===== config.mk =====
export PLATFORM = sky130hd
export DESIGN_NAME = line_sense_flat
export DESIGN_NICKNAME = d
export VERILOG_FILES = /design/src/rtl/line_sense_if.sv /design/src/rtl/line_sense.sv /design/src/flat_wrapper.sv
export SDC_FILE = /design/constraint.sdc
export NUM_CORES = 1
export LEC_CHECK = 0
export ABC_AREA = 1
export BUFFER_PORTS_ARGS = -buffer_cell sky130_fd_sc_hd__buf_2
export CAP_MARGIN = 15
export CORE_UTILIZATION = 58
export CTS_CLUSTER_SIZE = 20
export DETAILED_ROUTE_END_ITERATION = 7
export PLACE_DENSITY = 0.9
export SLEW_MARGIN = 20
export SYNTH_ARGS = -nofsm -noshare
export SYNTH_HDL_FRONTEND = slang
export SYNTH_SLANG_ARGS = --single-unit

===== constraint.sdc =====
create_clock -name WF_CLK -period 3.75 [get_ports WF_CLK]
set_input_delay 0.9375 -clock WF_CLK [delete_from_list [all_inputs] [get_ports WF_CLK]]
set_output_delay 0.9375 -clock WF_CLK [all_outputs]
set_load 0.02 [all_outputs]

===== src/rtl/line_sense_if.sv =====
`default_nettype none
// ============================================================================
// line_sense_if : scan input / classification output bundle for line_sense
// Rev 1.0
// ============================================================================
interface line_sense_if #(
  parameter int W = 17
);
  logic [8*W-1:0] ttd_bus;
  logic           sample_valid;
  logic           cal_start;
  logic [19:0]    threshold;
  logic           cal_done;
  logic [7:0]     ir_color;
  logic [2:0]     left_sum;
  logic [2:0]     right_sum;
  logic           on_track;
  logic           lost;
  logic           pos_ok;
  logic           goal;
  logic           right;
  logic           left;

  modport master (
    output ttd_bus, sample_valid, cal_start,
    input  threshold, cal_done, ir_color, left_sum, right_sum,
    input  on_track, lost, pos_ok, goal, right, left
  );

  modport slave (
    input  ttd_bus, sample_valid, cal_start,
    output threshold, cal_done, ir_color, left_sum, right_sum,
    output on_track, lost, pos_ok, goal, right, left
  );
endinterface
`default_nettype wire


===== src/rtl/line_sense.sv =====
`default_nettype none
// ============================================================================
// line_sense : 8-channel IR line classifier with debounced pattern flags.
//   Define LINE_SENSE_AUTOCAL_EN to build the min/max auto-calibration path.
// Rev 1.0
// ============================================================================
module line_sense #(
  parameter int          W            = 17,
  parameter int          DB_CYCLES    = 160000,
  parameter int          CAL_SAMPLES  = 16,
  parameter logic [19:0] FIXED_THRESH = 20'd2000
) (
  input  wire logic   WF_CLK,
  input  wire logic   rst_n,
  line_sense_if.slave bus
);

  localparam int CW  = (W > 20) ? W : 20;
  localparam int DBW = (DB_CYCLES > 1) ? $clog2(DB_CYCLES) : 1;

`ifdef LINE_SENSE_AUTOCAL_EN
  typedef enum logic [1:0] {ST_IDLE = 2'd0, ST_CAL = 2'd1, ST_RUN = 2'd2} state_t;
`else
  typedef enum logic [1:0] {ST_IDLE = 2'd0, ST_RUN = 2'd2} state_t;
`endif

  state_t      r_state, w_state_nxt;
  logic [7:0]  r_ir_color, w_ir_nxt;
  logic [7:0]  w_class;
  logic [19:0] w_threshold;
  logic        w_cal_done;
  logic        w_unused;

  always_comb begin
    w_class = '0;
    for (int k = 0; k < 8; k++)
      w_class[k] = CW'(bus.ttd_bus[k*W +: W]) > CW'(w_threshold);
  end

  always_ff @(posedge WF_CLK or negedge rst_n) begin
    if (!rst_n) r_state <= ST_IDLE;
    else        r_state <= w_state_nxt;
  end

`ifdef LINE_SENSE_AUTOCAL_EN
  logic [W-1:0] r_min, r_max, w_min_nxt, w_max_nxt;
  logic [W-1:0] w_scan_min, w_scan_max, w_acc_min, w_acc_max;
  logic [7:0]   r_cnt, w_cnt_nxt;
  logic [19:0]  r_threshold, w_thresh_nxt;
  logic         r_cal_done, w_cal_done_nxt;

  always_comb begin
    w_scan_min = bus.ttd_bus[W-1:0];
    w_scan_max = bus.ttd_bus[W-1:0];
    for (int k = 1; k < 8; k++) begin
      if (bus.ttd_bus[k*W +: W] < w_scan_min) w_scan_min = bus.ttd_bus[k*W +: W];
      if (bus.ttd_bus[k*W +: W] > w_scan_max) w_scan_max = bus.ttd_bus[k*W +: W];
    end
    w_acc_min = (w_scan_min < r_min) ? w_scan_min : r_min;
    w_acc_max = (w_scan_max > r_max) ? w_scan_max : r_max;
  end

  always_comb begin
    w_state_nxt    = r_state;
    w_min_nxt      = r_min;
    w_max_nxt      = r_max;
    w_cnt_nxt      = r_cnt;
    w_thresh_nxt   = r_threshold;
    w_cal_done_nxt = r_cal_done;
    w_ir_nxt       = r_ir_color;
    case (r_state)
      ST_IDLE: ;
      ST_CAL: begin
        if (!bus.cal_start && bus.sample_valid) begin
          w_min_nxt = w_acc_min;
          w_max_nxt = w_acc_max;
          w_cnt_nxt = r_cnt + 8'd1;
          if (w_cnt_nxt == 8'(CAL_SAMPLES)) begin
            w_thresh_nxt   = (20'(w_acc_min) * 20'd3 + 20'(w_acc_max)) >> 2;
            w_cal_done_nxt = 1'b1;
            w_state_nxt    = ST_RUN;
          end
        end
      end
      ST_RUN: begin
        if (!bus.cal_start && bus.sample_valid) w_ir_nxt = w_class;
      end
      default: w_state_nxt = ST_IDLE;
    endcase
    // A calibration request wins over any scan arriving in the same cycle.
    if (bus.cal_start) begin
      w_state_nxt    = ST_CAL;
      w_min_nxt      = '1;
      w_max_nxt      = '0;
      w_cnt_nxt      = '0;
      w_cal_done_nxt = 1'b0;
    end
    if (w_state_nxt != ST_RUN) w_ir_nxt = '0;
  end

  always_ff @(posedge WF_CLK or negedge rst_n) begin
    if (!rst_n) begin
      r_min       <= '1;
      r_max       <= '0;
      r_cnt       <= '0;
      r_threshold <= '0;
      r_cal_done  <= 1'b0;
      r_ir_color  <= '0;
    end else begin
      r_min       <= w_min_nxt;
      r_max       <= w_max_nxt;
      r_cnt       <= w_cnt_nxt;
      r_threshold <= w_thresh_nxt;
      r_cal_done  <= w_cal_done_nxt;
      r_ir_color  <= w_ir_nxt;
    end
  end

  assign w_threshold = r_threshold;
  assign w_cal_done  = r_cal_done;
  assign w_unused    = &{1'b0, FIXED_THRESH};
`else
  always_comb begin
    w_state_nxt = ST_RUN;
    w_ir_nxt    = '0;
    if (r_state == ST_RUN) w_ir_nxt = bus.sample_valid ? w_class : r_ir_color;
  end

  always_ff @(posedge WF_CLK or negedge rst_n) begin
    if (!rst_n) r_ir_color <= '0;
    else        r_ir_color <= w_ir_nxt;
  end

  assign w_threshold = FIXED_THRESH;
  assign w_cal_done  = 1'b1;
  assign w_unused    = &{1'b0, bus.cal_start, (CAL_SAMPLES == 0)};
`endif

  // Flag order: {left, right, goal, pos_ok, lost, on_track}
  logic [5:0]     w_raw, r_flag;
  logic [DBW-1:0] r_db_cnt [6];

  always_comb begin
    w_raw[0] = r_ir_color[3] | r_ir_color[4];
    w_raw[1] = (r_ir_color == 8'h00);
    w_raw[2] = (r_ir_color[3] | r_ir_color[4]) &
               (r_ir_color[7:5] == {r_ir_color[0], r_ir_color[1], r_ir_color[2]});
    w_raw[3] = r_ir_color[0] & r_ir_color[7] & ~&r_ir_color;
    w_raw[4] = (r_ir_color[3:0] == 4'hF);
    w_raw[5] = (r_ir_color[7:4] == 4'hF);
  end

  always_ff @(posedge WF_CLK or negedge rst_n) begin
    if (!rst_n) begin
      r_flag <= 6'b000010;
      for (int f = 0; f < 6; f++) r_db_cnt[f] <= '0;
    end else begin
      for (int f = 0; f < 6; f++) begin
        if (w_raw[f] == r_flag[f]) begin
          r_db_cnt[f] <= '0;
        end else if (r_db_cnt[f] == DBW'(DB_CYCLES - 1)) begin
          r_flag[f]   <= w_raw[f];
          r_db_cnt[f] <= '0;
        end else begin
          r_db_cnt[f] <= r_db_cnt[f] + DBW'(1);
        end
      end
    end
  end

  assign bus.threshold = w_threshold;
  assign bus.cal_done  = w_cal_done;
  assign bus.ir_color  = r_ir_color;
  assign bus.left_sum  = 3'(r_ir_color[7]) + 3'(r_ir_color[6]) + 3'(r_ir_color[5]) + 3'(r_ir_color[4]);
  assign bus.right_sum = 3'(r_ir_color[3]) + 3'(r_ir_color[2]) + 3'(r_ir_color[1]) + 3'(r_ir_color[0]);
  assign bus.on_track  = r_flag[0];
  assign bus.lost      = r_flag[1];
  assign bus.pos_ok    = r_flag[2];
  assign bus.goal      = r_flag[3];
  assign bus.right     = r_flag[4];
  assign bus.left      = r_flag[5];

endmodule
`default_nettype wire


===== src/flat_wrapper.sv =====
// flat-port wrapper written by rule: the top's interface ports become plain ports
module line_sense_flat 
#(
  parameter int          W            = 17,
  parameter int          DB_CYCLES    = 160000,
  parameter int          CAL_SAMPLES  = 16,
  parameter logic [19:0] FIXED_THRESH = 20'd2000
)
  (WF_CLK, rst_n, bus_ttd_bus, bus_sample_valid, bus_cal_start, bus_threshold, bus_cal_done, bus_ir_color, bus_left_sum, bus_right_sum, bus_on_track, bus_lost, bus_pos_ok, bus_goal, bus_right, bus_left);
  line_sense_if #(.W(W)) bus_i ();
  input  wire logic WF_CLK;
  input  wire logic rst_n;
  input wire logic [$bits(bus_i.ttd_bus)-1:0] bus_ttd_bus;
  input wire logic [$bits(bus_i.sample_valid)-1:0] bus_sample_valid;
  input wire logic [$bits(bus_i.cal_start)-1:0] bus_cal_start;
  output wire logic [$bits(bus_i.threshold)-1:0] bus_threshold;
  output wire logic [$bits(bus_i.cal_done)-1:0] bus_cal_done;
  output wire logic [$bits(bus_i.ir_color)-1:0] bus_ir_color;
  output wire logic [$bits(bus_i.left_sum)-1:0] bus_left_sum;
  output wire logic [$bits(bus_i.right_sum)-1:0] bus_right_sum;
  output wire logic [$bits(bus_i.on_track)-1:0] bus_on_track;
  output wire logic [$bits(bus_i.lost)-1:0] bus_lost;
  output wire logic [$bits(bus_i.pos_ok)-1:0] bus_pos_ok;
  output wire logic [$bits(bus_i.goal)-1:0] bus_goal;
  output wire logic [$bits(bus_i.right)-1:0] bus_right;
  output wire logic [$bits(bus_i.left)-1:0] bus_left;
  assign bus_i.ttd_bus = bus_ttd_bus;
  assign bus_i.sample_valid = bus_sample_valid;
  assign bus_i.cal_start = bus_cal_start;
  assign bus_threshold = bus_i.threshold;
  assign bus_cal_done = bus_i.cal_done;
  assign bus_ir_color = bus_i.ir_color;
  assign bus_left_sum = bus_i.left_sum;
  assign bus_right_sum = bus_i.right_sum;
  assign bus_on_track = bus_i.on_track;
  assign bus_lost = bus_i.lost;
  assign bus_pos_ok = bus_i.pos_ok;
  assign bus_goal = bus_i.goal;
  assign bus_right = bus_i.right;
  assign bus_left = bus_i.left;
  line_sense #(.W(W), .DB_CYCLES(DB_CYCLES), .CAL_SAMPLES(CAL_SAMPLES), .FIXED_THRESH(FIXED_THRESH)) u_core (.WF_CLK(WF_CLK), .rst_n(rst_n), .bus(bus_i));
endmodule

==> summary.md <==
| Metric | Value |
|---|---|
| Crit path cell chain | inv_1 > ha_1 > fa_1 > ha_1 > buf_2 |
| Most frequent CP cell | ha_1 |
| Pre-antenna DRT Iters | 7 |
| CTS root buf | clkbuf_16 |
| Crit end category | primary output |
| Synth area leader | dfrtp_1 |
| Floorplan row count | 40 |
| Critical path launch point | u_core.bus.ir_color[2] |
| Reg area | 3080 µm² |
| DP HPWL | 12.3 mm |
| DRT iter0 DRCs | 495 |
| Startpoint Class | flip-flop |
| Power per standard cell area | 365 nW/µm² |
| Die width | 114 µm |
| Mux contribution to synthesized area | 0 |
| Crit Path Class | flip-flop to primary output |
| Core area | 12100 µm² |
| Internal power | 2.43 mW |
| Fin crit period | 2980 ps |
| Peak supply drop | 306 µV |
| Synth Area in Simple Gates | 0.371 |
| Setup ws final | 772 ps |
| FF-to-FF End | u_core.r_db_cnt[18] |
| Port Buffers | 158 |
| Layout Nets | 1294 |
| Clock Sinks | 123 |
| Aggregate global-route resource usage | 0.281 |
| H-Tree Depth | 4 |
| Area after DPL | 8150 µm² |
| Drt wl/cell | 12.8 µm |
| Final Skew | 5.77 ps |
| CTS tree | built |
| Die Area | 12900 µm² |
| Later-pin clock latency in the skew report | 410 ps |
| RD Place Congestion | 0.889 |
| R2R setup slack | 1970 ps |
| Leak | 3.85 nW |
| Post-synthesis cell count | 963 |
| Final-layout fill cell count | 886 |
| Post-route cell area | 8700 µm² |
| Layout cells sized above 1 | 0.199 |
| Synth Area in XOR/XNOR | 0.0723 |
| Slew @ Worst Pin | 640 ps |
| Top cell type's share of synthesized area | 0.423 |
| Fin. Hold Viols | 0 |
| CP Max Fanout | 5 |
| Maxcap violations | 0 |
| HP Class | flip-flop to flip-flop |
| Area contributors post-synth | dfrtp_1 (42%), nor2_1 (13%), nand2_1 (11%), xor2_1 (4.6%), nand3_1 (4.1%) |
| Via count | 6814 |
| Switching Share | 0.235 |
| Vias per std cell | 5.17 |
| Cell area after synthesis | 7220 µm² |
| Area of the multi-input gates | 3750 µm² |
| Post-CTS setup buffers | 0 |
| # DRC | 0 |
| First-pass GRT wire length | 28.7 mm |
| Data required, critical path | 2810 ps |
| Post-synth ARST share | 1.00 |
| Status | completed |
| Die H | 114 µm |
| Post-route ant nets | 0 |
| Ratio of final minimum period to clock period | 0.794 |
| Max-slew violation count | 0 |
| Antenna Cells | 0 |
| Clock share of power | 0.488 |
| #FFs+latches synth | 123 |
| Register area share after synthesis | 0.427 |
| Slowest cell on crit path | dfrtp_1 |
| Num CTS Buffers | 17 |
| Seq pwr share | 0.430 |
| Adder-cell share of the synthesized area | 0.0281 |
| Clock slew at reported path FFs | 50 ps |
| Psw | 0.746 mW |
| DRT Wirelength | 16.9 mm |
| Hold_buf cts | 0 |
| Avg Cell Area, Syn | 7.50 µm² |
| Area grow syn2layout | 20.5% |
| Top Ports | 181 |
| Yosys warning count | 0 |
| Vias in the first global route | 6554 |
| Worst R2R Start | u_core.bus.ir_color[3] |
| Pin count of the biggest net entering global routing | 124 |
| Setup violators final | 0 |
| Grt ovf | 0 |
| Starting Density | 0.598 |
| TNS Setup | 0 ps |
| Longest Clk Path Bufs | 2 |
| Post-Place Setup Slack | 1200 ps |
| R2R depth | 6 |
| CP arrival | 2040 ps |
| RSZ-0062 raised after global routing | no |
| Unique masters post-synth | 33 |
| Main synth FF type | dfrtp_1 |
| Crit path largest cell delay | 440 ps |
| Slew HR | 0.573 |
| Hold slack | 466 ps |
| Post-CTS sizing | 0 |
| Compound-gate portion of the synthesized area | 0.0367 |
| FMAX | 336 MHz |
| Comb power frac | 0.082 |
| Worst setup path endpoint | bus_right_sum[1] |
| Antenna violations before repair | 0 |
| Largest family of logic cells by synthesized area | simple AND/OR/NAND/NOR gates |
| Number of synthesized flops with an enable pin | 0 |
-- synth_stat cells (2+ instances only) --
| master | count |
|---|---|
| nand3_1 | 59 |
| o21ai_0 | 24 |
| inv_2 | 4 |
| dfrtp_1 | 122 |
| o21bai_1 | 2 |
| nand2_1 | 215 |
| inv_1 | 74 |
| xor2_1 | 38 |
| nand3_2 | 5 |
| nand3b_1 | 5 |
| nand4_1 | 24 |
| conb_1 | 2 |
| fa_1 | 2 |
| nor3_1 | 31 |
| nor3b_1 | 2 |
| nand2_2 | 8 |
| xor2_2 | 3 |
| ha_1 | 13 |
| nor2_4 | 5 |
| a21boi_0 | 8 |
| a21oi_1 | 9 |
| nor2_2 | 10 |
| xnor2_1 | 16 |
| nor3_2 | 2 |
| buf_4 | 21 |
| nor2_1 | 252 |
-- critical path, delay by kind of cell, from the launching register on --
| kind | cells | cell delay [ps] |
|---|---|---|
| buf+inv | 2 | 240 |
| fa+ha+maj | 3 | 950 |
| flops | 1 | 440 |
-- layout by cell type (no fill, tap or decap), types with 3 or more instances in the layout --
cell,count
xor2_2,3
inv_2,4
buf_2,157
conb_1,22
nor3_1,31
nor2_1,252
a21oi_1,9
o21ai_0,24
dfrtp_1,122
inv_1,74
nand2_1,215
clkbuf_1,4
nand3_2,5
ha_1,13
nand4_1,24
xnor2_1,16
xor2_1,38
nand3b_1,5
nand2_2,8
nor2_2,10
nand3_1,59
nor2_4,5
a21boi_0,8
clkbuf_16,17
clkinv_2,6
-- cells by family (layout without fill, tap and decap cells) --
group | after synthesis | in the layout
flops | 123 | 123
xor+xnor | 57 | 57
fa+ha+maj | 15 | 15
compound gates | 45 | 45
other cells | 2 | 22
simple gates | 621 | 621
buf+inv | 100 | 268
-- per-stage QoR --
stage / util / std cells / power, mW
2_1_floorplan: - / 983 / 1.53
3_5_place_dp: 0.676 / 1288 / 1.65
3_3_place_gp: 0.676 / 1288 / 1.64
6_report: 0.721 / 1319 / 3.17
5_1_grt: 0.721 / 1319 / 3.29
4_1_cts: 0.721 / 1319 / 3.18
-- sequential cells by signal, indices dropped and copies added (netlist names) --
signal / count
u_core.r_flag: 6
u_core.bus.ir_color: 8
u_core.r_db_cnt: 108
u_core.r_state: 1
-- worst min-delay path by stage --
stage | startpoint | to | cells after the start
after floorplan | u_core.r_db_cnt[18] | u_core.r_db_cnt[18] | 1
after global placement | u_core.r_db_cnt[18] | u_core.r_db_cnt[18] | 1
after detailed placement | u_core.r_db_cnt[36] | u_core.r_db_cnt[36] | 1
after CTS | u_core.r_db_cnt[90] | u_core.r_db_cnt[90] | 1
after global routing | u_core.r_db_cnt[90] | u_core.r_db_cnt[90] | 1
final | u_core.r_db_cnt[90] | u_core.r_db_cnt[90] | 1
-- layout make-up --
class	instances	area share
Inverter	78	0.0337
Tap cell	168	0.0242
Timing Repair Buffer	159	0.0935
Sequential cell	123	0.354
Clock inverter	9	0.0112
Clock buffer	22	0.0522
Multi-Input combinational cell	760	0.431
-- power by group through the flow --
stage / Clock, mW / Combinational (mW) / Sequential (mW)
floorplan: 0 / 0.139 / 1.39
global placement: 0 / 0.258 / 1.39
detailed placement: 0 / 0.261 / 1.39
CTS: 1.56 / 0.263 / 1.36
global route: 1.63 / 0.295 / 1.37
finish: 1.55 / 0.260 / 1.36
-- routing by layer --
metal	GRT usage	vias to the layer above	wire, µm
met3	0.0595	25	963
met1	0.335	3151	6970
met4	0.0886	0	216
met2	0.505	270	8700
li1	-	3368	-
met5	0	-	0
No activity file was read; power rests on OpenSTA's default activity.
